`config.mk`:
```
export PLATFORM = sky130hd
export DESIGN_NAME = mgmt_master_flat
export DESIGN_NICKNAME = d
export VERILOG_FILES = /design/src/rtl/mgmt_master_pkg.sv /design/src/rtl/mgmt_master_if.sv /design/src/rtl/mgmt_timeout_ctr.sv /design/src/rtl/mgmt_master.sv /design/src/flat_wrapper.sv
export SDC_FILE = /design/constraint.sdc
export NUM_CORES = 1
export LEC_CHECK = 0
export CELL_PAD_IN_SITES_DETAIL_PLACEMENT = 1
export CELL_PAD_IN_SITES_GLOBAL_PLACEMENT = 1
export CORE_UTILIZATION = 32
export DETAILED_ROUTE_END_ITERATION = 8
export PLACE_DENSITY_LB_ADDON = 0.1
export SYNTH_ARGS = -nofsm -noshare
export SYNTH_HDL_FRONTEND = slang
export SYNTH_SLANG_ARGS = --single-unit
```
`constraint.sdc`:
```
create_clock -name clk -period 5.3 [get_ports clk]
set_input_delay 1.06 -clock clk [delete_from_list [all_inputs] [get_ports clk]]
set_output_delay 1.06 -clock clk [all_outputs]
set_load 0.02 [all_outputs]
```
`src/rtl/mgmt_master_pkg.sv`:
```
// Shared definitions for the management-bus initiator: widths, FSM encoding,
// direction constants and the responder address map.
package mgmt_master_pkg;

  localparam int ADR_W = 32;
  localparam int DAT_W = 32;
  localparam int WEN_W = 2;

  typedef enum logic [1:0] {
    ST_IDLE = 2'd0,
    ST_REQ  = 2'd1,
    ST_GAP  = 2'd2
  } mgmt_state_e;

  localparam logic MGMT_RD = 1'b1;
  localparam logic MGMT_WR = 1'b0;

  // Responder decode entries: a responder hits when (adr & MASK) == ADDR
  localparam logic [ADR_W-1:0] ADDR_IRQ = 32'h0000_0100;
  localparam logic [ADR_W-1:0] MASK_IRQ = 32'hFFFF_FFF0;
  localparam logic [ADR_W-1:0] ADDR_TMR = 32'h0000_0200;
  localparam logic [ADR_W-1:0] MASK_TMR = 32'hFFFF_FFF0;

  function automatic logic [DAT_W-1:0] rd_capture(input logic rwn,
                                                  input logic rxe,
                                                  input logic [DAT_W-1:0] rxd);
    return (rwn && rxe) ? rxd : '0;
  endfunction

endpackage

```
`src/rtl/mgmt_master_if.sv`:
```
// Host command/response port and management-bus signals of the initiator.
interface mgmt_master_if;
  import mgmt_master_pkg::*;

  logic             cmd_valid;
  logic             cmd_ready;
  logic [ADR_W-1:0] cmd_adr;
  logic             cmd_rwn;
  logic [WEN_W-1:0] cmd_wen;
  logic [DAT_W-1:0] cmd_wdata;
  logic             rsp_valid;
  logic [DAT_W-1:0] rsp_rdata;
  logic             rsp_err;
  logic             mgmt_req;
  logic [ADR_W-1:0] mgmt_adr;
  logic             mgmt_rwn;
  logic [WEN_W-1:0] mgmt_wen;
  logic [DAT_W-1:0] mgmt_txd;
  logic             mgmt_ack;
  logic             mgmt_rxe;
  logic [DAT_W-1:0] mgmt_rxd;

  modport master (
    input  cmd_valid, cmd_adr, cmd_rwn, cmd_wen, cmd_wdata,
    input  mgmt_ack, mgmt_rxe, mgmt_rxd,
    output cmd_ready, rsp_valid, rsp_rdata, rsp_err,
    output mgmt_req, mgmt_adr, mgmt_rwn, mgmt_wen, mgmt_txd
  );

  modport slave (
    output cmd_valid, cmd_adr, cmd_rwn, cmd_wen, cmd_wdata,
    output mgmt_ack, mgmt_rxe, mgmt_rxd,
    input  cmd_ready, rsp_valid, rsp_rdata, rsp_err,
    input  mgmt_req, mgmt_adr, mgmt_rwn, mgmt_wen, mgmt_txd
  );

endinterface

```
`src/rtl/mgmt_timeout_ctr.sv`:
```
// Clearable up-counter with a terminal-count flag at TERM; used for both the
// request timeout and the post-transaction idle gap.
module mgmt_timeout_ctr #(
  parameter int CW   = 5,
  parameter int TERM = 15
) (
  input  logic clk,
  input  logic rst,
  input  logic clr_i,
  input  logic en_i,
  output logic tc_o
);

  localparam logic [CW-1:0] TERM_C = CW'(TERM);

  logic [CW-1:0] cnt_q;
  logic [CW-1:0] cnt_d;

  always_comb begin
    cnt_d = cnt_q;
    if (clr_i) begin
      cnt_d = '0;
    end else if (en_i) begin
      cnt_d = cnt_q + 1'b1;
    end
  end

  always_ff @(posedge clk or posedge rst) begin
    if (rst) begin
      cnt_q <= '0;
    end else begin
      cnt_q <= cnt_d;
    end
  end

  assign tc_o = (cnt_q == TERM_C);

endmodule

```
`src/rtl/mgmt_master.sv`:
```
// Management-bus initiator: takes one host command at a time, holds the bus
// request until acknowledged or timed out, returns one response per command.
module mgmt_master
  import mgmt_master_pkg::*;
#(
  parameter int TIMEOUT = 16,
  parameter int GAP     = 2,
  parameter int CW      = 5
) (
  input  logic          clk,
  input  logic          rst,
  mgmt_master_if.master bus
);

  mgmt_state_e      state_q, state_d;
  logic             cmd_ready_q, cmd_ready_d;
  logic             req_q, req_d;
  logic [ADR_W-1:0] adr_q, adr_d;
  logic             rwn_q, rwn_d;
  logic [WEN_W-1:0] wen_q, wen_d;
  logic [DAT_W-1:0] txd_q, txd_d;
  logic             rsp_valid_q, rsp_valid_d;
  logic             rsp_err_q, rsp_err_d;
  logic [DAT_W-1:0] rsp_rdata_q, rsp_rdata_d;

  logic accept;
  logic req_done;
  logic in_req;
  logic in_gap;
  logic to_tc;
  logic gap_tc;

  assign accept   = (state_q == ST_IDLE) && bus.cmd_valid && cmd_ready_q;
  assign in_req   = (state_q == ST_REQ);
  assign in_gap   = (state_q == ST_GAP);
  assign req_done = in_req && (bus.mgmt_ack || to_tc);

  mgmt_timeout_ctr #(.CW(CW), .TERM(TIMEOUT - 1)) u_timeout_ctr (
    .clk   (clk),
    .rst   (rst),
    .clr_i (accept),
    .en_i  (in_req),
    .tc_o  (to_tc)
  );

  mgmt_timeout_ctr #(.CW(CW), .TERM(GAP - 1)) u_gap_ctr (
    .clk   (clk),
    .rst   (rst),
    .clr_i (req_done),
    .en_i  (in_gap),
    .tc_o  (gap_tc)
  );

  always_ff @(posedge clk or posedge rst) begin
    if (rst) begin
      state_q <= ST_IDLE;
    end else begin
      state_q <= state_d;
    end
  end

  always_comb begin
    state_d = state_q;
    case (state_q)
      ST_IDLE: if (accept)   state_d = ST_REQ;
      ST_REQ:  if (req_done) state_d = ST_GAP;
      ST_GAP:  if (gap_tc)   state_d = ST_IDLE;
      default:               state_d = ST_IDLE;
    endcase
  end

  // Ack takes priority over the timeout terminal count in the same cycle
  always_comb begin
    req_d       = req_q;
    adr_d       = adr_q;
    rwn_d       = rwn_q;
    wen_d       = wen_q;
    txd_d       = txd_q;
    rsp_valid_d = 1'b0;
    rsp_err_d   = 1'b0;
    rsp_rdata_d = '0;
    cmd_ready_d = (state_d == ST_IDLE);
    case (state_q)
      ST_IDLE: begin
        if (accept) begin
          adr_d = bus.cmd_adr;
          rwn_d = bus.cmd_rwn;
          wen_d = bus.cmd_wen;
          txd_d = bus.cmd_wdata;
          req_d = 1'b1;
        end
      end
      ST_REQ: begin
        if (bus.mgmt_ack) begin
          req_d       = 1'b0;
          rsp_valid_d = 1'b1;
          rsp_rdata_d = rd_capture(rwn_q, bus.mgmt_rxe, bus.mgmt_rxd);
        end else if (to_tc) begin
          req_d       = 1'b0;
          rsp_valid_d = 1'b1;
          rsp_err_d   = 1'b1;
        end
      end
      default: req_d = 1'b0;
    endcase
  end

  always_ff @(posedge clk or posedge rst) begin
    if (rst) begin
      cmd_ready_q <= 1'b0;
      req_q       <= 1'b0;
      adr_q       <= '0;
      rwn_q       <= 1'b0;
      wen_q       <= '0;
      txd_q       <= '0;
      rsp_valid_q <= 1'b0;
      rsp_err_q   <= 1'b0;
      rsp_rdata_q <= '0;
    end else begin
      cmd_ready_q <= cmd_ready_d;
      req_q       <= req_d;
      adr_q       <= adr_d;
      rwn_q       <= rwn_d;
      wen_q       <= wen_d;
      txd_q       <= txd_d;
      rsp_valid_q <= rsp_valid_d;
      rsp_err_q   <= rsp_err_d;
      rsp_rdata_q <= rsp_rdata_d;
    end
  end

  assign bus.cmd_ready = cmd_ready_q;
  assign bus.mgmt_req  = req_q;
  assign bus.mgmt_adr  = adr_q;
  assign bus.mgmt_rwn  = rwn_q;
  assign bus.mgmt_wen  = wen_q;
  assign bus.mgmt_txd  = txd_q;
  assign bus.rsp_valid = rsp_valid_q;
  assign bus.rsp_err   = rsp_err_q;
  assign bus.rsp_rdata = rsp_rdata_q;

endmodule

```
`src/flat_wrapper.sv`:
```
// flat-port wrapper written by rule: the top's interface ports become plain ports
module mgmt_master_flat import mgmt_master_pkg::*;
#(
  parameter int TIMEOUT = 16,
  parameter int GAP     = 2,
  parameter int CW      = 5
)
  (clk, rst, bus_cmd_valid, bus_cmd_adr, bus_cmd_rwn, bus_cmd_wen, bus_cmd_wdata, bus_mgmt_ack, bus_mgmt_rxe, bus_mgmt_rxd, bus_cmd_ready, bus_rsp_valid, bus_rsp_rdata, bus_rsp_err, bus_mgmt_req, bus_mgmt_adr, bus_mgmt_rwn, bus_mgmt_wen, bus_mgmt_txd);
  mgmt_master_if bus_i ();
  input  logic clk;
  input  logic rst;
  input wire logic [$bits(bus_i.cmd_valid)-1:0] bus_cmd_valid;
  input wire logic [$bits(bus_i.cmd_adr)-1:0] bus_cmd_adr;
  input wire logic [$bits(bus_i.cmd_rwn)-1:0] bus_cmd_rwn;
  input wire logic [$bits(bus_i.cmd_wen)-1:0] bus_cmd_wen;
  input wire logic [$bits(bus_i.cmd_wdata)-1:0] bus_cmd_wdata;
  input wire logic [$bits(bus_i.mgmt_ack)-1:0] bus_mgmt_ack;
  input wire logic [$bits(bus_i.mgmt_rxe)-1:0] bus_mgmt_rxe;
  input wire logic [$bits(bus_i.mgmt_rxd)-1:0] bus_mgmt_rxd;
  output wire logic [$bits(bus_i.cmd_ready)-1:0] bus_cmd_ready;
  output wire logic [$bits(bus_i.rsp_valid)-1:0] bus_rsp_valid;
  output wire logic [$bits(bus_i.rsp_rdata)-1:0] bus_rsp_rdata;
  output wire logic [$bits(bus_i.rsp_err)-1:0] bus_rsp_err;
  output wire logic [$bits(bus_i.mgmt_req)-1:0] bus_mgmt_req;
  output wire logic [$bits(bus_i.mgmt_adr)-1:0] bus_mgmt_adr;
  output wire logic [$bits(bus_i.mgmt_rwn)-1:0] bus_mgmt_rwn;
  output wire logic [$bits(bus_i.mgmt_wen)-1:0] bus_mgmt_wen;
  output wire logic [$bits(bus_i.mgmt_txd)-1:0] bus_mgmt_txd;
  assign bus_i.cmd_valid = bus_cmd_valid;
  assign bus_i.cmd_adr = bus_cmd_adr;
  assign bus_i.cmd_rwn = bus_cmd_rwn;
  assign bus_i.cmd_wen = bus_cmd_wen;
  assign bus_i.cmd_wdata = bus_cmd_wdata;
  assign bus_i.mgmt_ack = bus_mgmt_ack;
  assign bus_i.mgmt_rxe = bus_mgmt_rxe;
  assign bus_i.mgmt_rxd = bus_mgmt_rxd;
  assign bus_cmd_ready = bus_i.cmd_ready;
  assign bus_rsp_valid = bus_i.rsp_valid;
  assign bus_rsp_rdata = bus_i.rsp_rdata;
  assign bus_rsp_err = bus_i.rsp_err;
  assign bus_mgmt_req = bus_i.mgmt_req;
  assign bus_mgmt_adr = bus_i.mgmt_adr;
  assign bus_mgmt_rwn = bus_i.mgmt_rwn;
  assign bus_mgmt_wen = bus_i.mgmt_wen;
  assign bus_mgmt_txd = bus_i.mgmt_txd;
  mgmt_master #(.TIMEOUT(TIMEOUT), .GAP(GAP), .CW(CW)) u_core (.clk(clk), .rst(rst), .bus(bus_i));
endmodule
```
=== Word-level counts from Yosys, hierarchy flattened ===
Index checks and enable logic that the tools add are counted.

* Register bits: 115
* Bits of input ports: 104

* Add/subtract/negate cells: 2
* Eq/ne operators: 6
* Muxes and demuxes: 20
* Reduce and logical (&&, ||, !) cells: 11

{| class="wikitable"
|+ Operator list
! operator !! number
|-
| 32-bit two-way mux || 3
|-
| 5-bit two-way mux || 4
|-
| 5-bit by 1-bit adder with 5-bit output, second input constant || 2
|-
| 1-bit two-way mux || 8
|-
| 2-bit two-way mux || 3
|-
| 2-bit one-hot mux with 3 select lines || 1
|-
| 5-bit by 1-bit equality test with 1-bit output, second input constant || 1
|-
| 5-bit by 4-bit equality test with 1-bit output, second input constant || 1
|-
| 1-bit logical AND || 4
|-
| 2-bit logical NOT || 2
|-
| 2-bit AND reduction || 2
|-
| 2-bit nonzero test || 2
|-
| 3-bit inequality test, second input constant || 1
|-
| 2-bit by 1-bit equality test with 1-bit output, second input constant || 1
|-
| 2-bit equality test, second input constant || 1
|-
| 2-bit by 1-bit inequality test with 1-bit output, second input constant || 1
|-
| 1-bit one-hot mux with 2 select lines || 1
|-
| 1-bit logical OR || 1
|}

=== Depth between registers and ports, before layout ===
* Depth in word-level cells: 6
* Depth in mapped cells: 6
* Mapped depth without buffers: 6

=== By module ===
A second synthesis with hierarchy kept.

* Cells, all modules: 317
* Area, all modules: 4,755.8 um2

{| class="wikitable"
|+ Modules (own cells, without submodules)
! module !! times used !! cells an instance !! area an instance (um2) !! seq. area each (um2)
|-
| mgmt_master || 1 || 267 || 4,194.0 || 2,627.5
|-
| mgmt_timeout_ctr (u_core.u_timeout_ctr) || 1 || 24 || 282.8 || 125.1
|-
| mgmt_timeout_ctr (u_core.u_gap_ctr) || 1 || 26 || 279.0 || 125.1
|}

=== Worst setup path before layout ===
OpenSTA, ideal clock, no wires.

* Path kind: in2reg
* Start: in bus_cmd_valid
* End: reg u_core.adr_q[22] (netlist: u_core.bus.mgmt_adr[22])
* Setup time: 0.125 ns
* Arrival: 2.108 ns
* Slack: 3.067 ns
* Cell stages on the path: 6
* Buffers on the path: 3
* Cells stage by stage: nand2_1 > or3_1 > buf_2 > buf_6 > buf_6 > mux2_4

* Cells in the longest elaborated chain, start to end: 3

{| class="wikitable"
|+ RTL lines
! element !! RTL line !! RTL
|-
| start, declared || flat_wrapper.sv:12 || <nowiki>input wire logic [$bits(bus_i.cmd_valid)-1:0] bus_cmd_valid;</nowiki>
|-
| 1-bit logical AND (2 in a row) || mgmt_master.sv:33 || <nowiki>assign accept = (state_q == ST_IDLE) && bus.cmd_valid && cmd_ready_q;</nowiki>
|-
| 2-bit AND reduction (no source line) || - ||
|-
| end signal, assigned || mgmt_master.sv:122 || <nowiki>adr_q <= adr_d;</nowiki>
|-
| end, declared || mgmt_master.sv:18 || <nowiki>logic [ADR_W-1:0] adr_q, adr_d;</nowiki>
|}

Every way passes these cells.
A chain may end at the register's enable or synchronous reset.

=== Worst setup path in the final report ===
* Start: in bus_cmd_valid
* End: reg u_core.adr_q[11] (netlist: u_core.bus.mgmt_adr[11])

The elaborated chain is that of the path after synthesis.

==> results.md <==
* Initial Util at 32.7%
* Startpoint Class: primary input
* Clock buffer depth at 2
* Syn Nets at 391
* Mapped Cells at 283
* Largest net degree at the start of global routing at 84
* Peak supply drop at 216 µV
* Finished layout cell area at 7100 µm²
* Synth cell types at 28
* Crit end category: flop
* Placer Congestion at 0.732
* PortBufs at 206
* Die ar. at 14000 µm²
* Final period utilization at 48.8%
* Worst Path Required at 5.57 ns
* CORE AREA at 13200 µm²
* Share of cells above drive strength 1 at 19.7%
* Max Fclk at 0.387 GHz
* Post-synth top area share at 66.4%
* Hold Crit Class: reg -> reg
* Post-CTS Hold Fix Bufs at 0
* Worst r2r src: u_core.state_q[1]$_DFF_PP0_
* Grt total ovfl at 0
* Detailed Route Iter0 Violations at 104
* YS warnings at 0
* Hold Crit Start: u_core.bus.mgmt_txd[7]$_DFFE_PP0P_
* Max-Cap Viols at 0
* Slew of the pin with the lowest slew margin at 1.06 ns
* Synth area leader: dfrtp_1
* Die width at 118 µm
* CTS Buf Count at 17
* First-pass GRT wire length at 18.1 mm
* Drt total wl at 11.2 mm
* Register bit total from synthesis at 115
* GRT Total Usage at 17.4%
* Reg2reg setup slack at 3.36 ns
* Pwr dens at 570 nW/µm²
* Drt pass-1 iters at 4
* Final Max Slew Viols at 0
* Fin cells at 683
* Vias in the first global route at 3323
* Row cnt at 42
* Leak Pwr at 3.12 nW
* Tmin final at 2.59 ns
* Placed Cells at 654
* Status: finished, final reports clean
* Relative slew slack at 29.1%
* Post-CTS Setup Inserts at 0
* Final setup vio count at 0
* CTS tree: built
* Root Buffer Master: clkbuf_16
* Antenna violations before repair at 0
* Routed Antenna Nets at 0
* Total negative slack at 0 ns
* Area delta synth->final at 63.9%
* Via count at 3046
* PostCTS Resize Cnt at 0
* Post-route DRC at 0
* Worst Hold End: u_core.bus.mgmt_txd[7]$_DFFE_PP0P_
* Largest cells by area after synthesis: dfrtp_1, mux2_2, mux2_4, and2_1, ha_1
* Data arrival, critical path at 2.86 ns
* Hold path depth at 1
* Fin. Hold Viols at 0
* Mapped Area at 4330 µm²
* Reg-to-reg endpoint: u_core.bus.mgmt_adr[11]$_DFFE_PP0P_
* Reg2Reg Depth at 2
* Worst setup path category: in -> reg
* DP HPWL at 7.96 mm
* Via density at 4.46
* Crit Path Max Fanout at 68
* TritonCTS Sinks at 115
* H-Tree Depth at 4
* Cell Area, Placed at 6560 µm²
* Die Y at 118 µm
* Syn_area_per_cell at 15.3 µm²
* Io pins at 207
* Avg WL per Cell at 16.5 µm
* Diodes inserted at 0
* Insertion delay to the later sink of the worst-skew pair at 0.40 ns
* Post-synthesis sequential area ratio at 66.4%
* Clock Skews at 0.0113 ns
* Final nets at 605
* CTS clock-pin slew for the worst setup and hold paths at 0.05 ns
* RSZ-0062 raised after global routing: false
## sequential cells by signal (all words and copies together), names as in the netlist
signal and flops:
u_core.bus.mgmt_adr 32, u_core.bus.mgmt_wen 2, u_core.bus.rsp_valid 1, u_core.bus.rsp_err 1
u_core.bus.mgmt_req 1, u_core.state_q 2, u_core.bus.rsp_rdata 32, u_core.bus.cmd_ready 1
u_core.u_timeout_ctr.cnt_q 5, u_core.u_gap_ctr.cnt_q 5, u_core.bus.mgmt_rwn 1, u_core.bus.mgmt_txd 32
## stage by stage
stage | power, mW | hold WS [ns] | util [%] | worst slack (ns)
6_report | 4.05 | 0.500 | 53.6 | 2.71
5_1_grt | 4.26 | 0.513 | 53.6 | 2.62
4_1_cts | 4.11 | 0.504 | 53.6 | 2.71
3_5_place_dp | 3.04 | 0.492 | 49.5 | 2.28
3_3_place_gp | 2.99 | 0.487 | 49.5 | 2.33
2_1_floorplan | 2.26 | 0.501 | - | 1.20
## Yosys cell counts
master    count
dfrtp_1     115
a21oi_1       4
nand3b_1      2
o22a_1        1
nand3_1       4
or3_1         2
inv_1         3
nor2_1        6
o211ai_1      4
nor3_1        1
o22ai_1       2
and2_1       32
xor2_1        4
clkbuf_1      4
buf_2         5
and3_1        1
or2_2         2
mux2_4       19
nand2_1       4
mux2i_1       1
o21ai_0       6
buf_1         1
nor4b_1       1
nor3b_1       1
ha_1          4
mux2_2       48
nand2b_1      3
buf_6         3
## kinds of logic (layout without fill, tap and decap cells)
group	Yosys count	count (layout)	synth area share [%]
AND/OR/NAND/NOR	59	59	7.94
adder cells (fa/ha/maj)	4	4	1.16
AO/OA/AOI/OAI	17	17	2.34
buffers and inverters	16	240	2.05
XOR/XNOR	4	4	0.808
flip-flops	115	115	66.4
multiplexers	68	68	19.3
## report_power, final
group | internal, mW | switching, mW
registers | 1.19 | 0.178
clock network | 0.680 | 0.363
logic | 0.900 | 0.737
## layout by cell type, fill, tap and decap left out
cell | Yosys | layout
clkinv_2 | 0 | 5
and2_1 | 32 | 32
ha_1 | 4 | 4
clkbuf_1 | 4 | 2
and3_1 | 1 | 1
or3_1 | 2 | 1
mux2i_1 | 1 | 1
nand3_1 | 4 | 4
nand2b_1 | 3 | 3
dfrtp_1 | 115 | 115
o211ai_1 | 4 | 4
or2_2 | 2 | 2
a21oi_1 | 4 | 4
nand2_1 | 4 | 4
nor2_1 | 6 | 6
o22ai_1 | 2 | 2
or3_4 | 0 | 1
clkdlybuf4s50_1 | 0 | 206
o22a_1 | 1 | 1
mux2_2 | 48 | 48
o21ai_0 | 6 | 6
nand3b_1 | 2 | 2
nor3_1 | 1 | 1
buf_4 | 0 | 2
inv_4 | 0 | 1
mux2_4 | 19 | 19
clkbuf_16 | 0 | 17
nor4b_1 | 1 | 1
nor3b_1 | 1 | 1
clkbuf_8 | 0 | 4
xor2_1 | 4 | 4
bufinv_16 | 0 | 1
inv_1 | 3 | 2
## how the worst max path moves through the flow
stage                             start                             endpoint  slack, ns  cells after the start
after global placement    bus_cmd_valid   u_core.bus.mgmt_txd[0]$_DFFE_PP0P_       2.33                      4
after CTS                 bus_cmd_valid  u_core.bus.mgmt_txd[25]$_DFFE_PP0P_       2.71                      4
after detailed placement  bus_cmd_valid  u_core.bus.mgmt_txd[25]$_DFFE_PP0P_       2.28                      4
after floorplan                     rst       u_core.bus.cmd_ready$_DFF_PP0_       1.20                      1
final                     bus_cmd_valid  u_core.bus.mgmt_adr[11]$_DFFE_PP0P_       2.71                      4
after global routing      bus_cmd_valid   u_core.bus.mgmt_txd[3]$_DFFE_PP0P_       2.62                      4
## layout make-up
class,instances,area [µm²]
inverters,3,13.8
flip-flops and latches,115,2880
fillers,1319,6140
multi-input cells,152,1370
clock inverters,6,55.1
repair buffers,208,2080
well taps,176,220
clock buffers,23,488
## routing by layer
metal  vias up  GRT usage (%)  share of wire [%]  wire [µm]
met1      1510           19.5                 40       4520
li1       1387              -                  -          -
met2       134           28.6                 50       5600
met4         0           7.77                2.0        227
met3        15           7.48                8.0        900
met5         -              0                  0          0
## critical path, stage by stage
cell,delay [ns]
clkdlybuf4s50_1,0.42
nand2_1,0.11
or3_4,0.76
mux2_2,0.42
(Power assumes the default switching activity.)
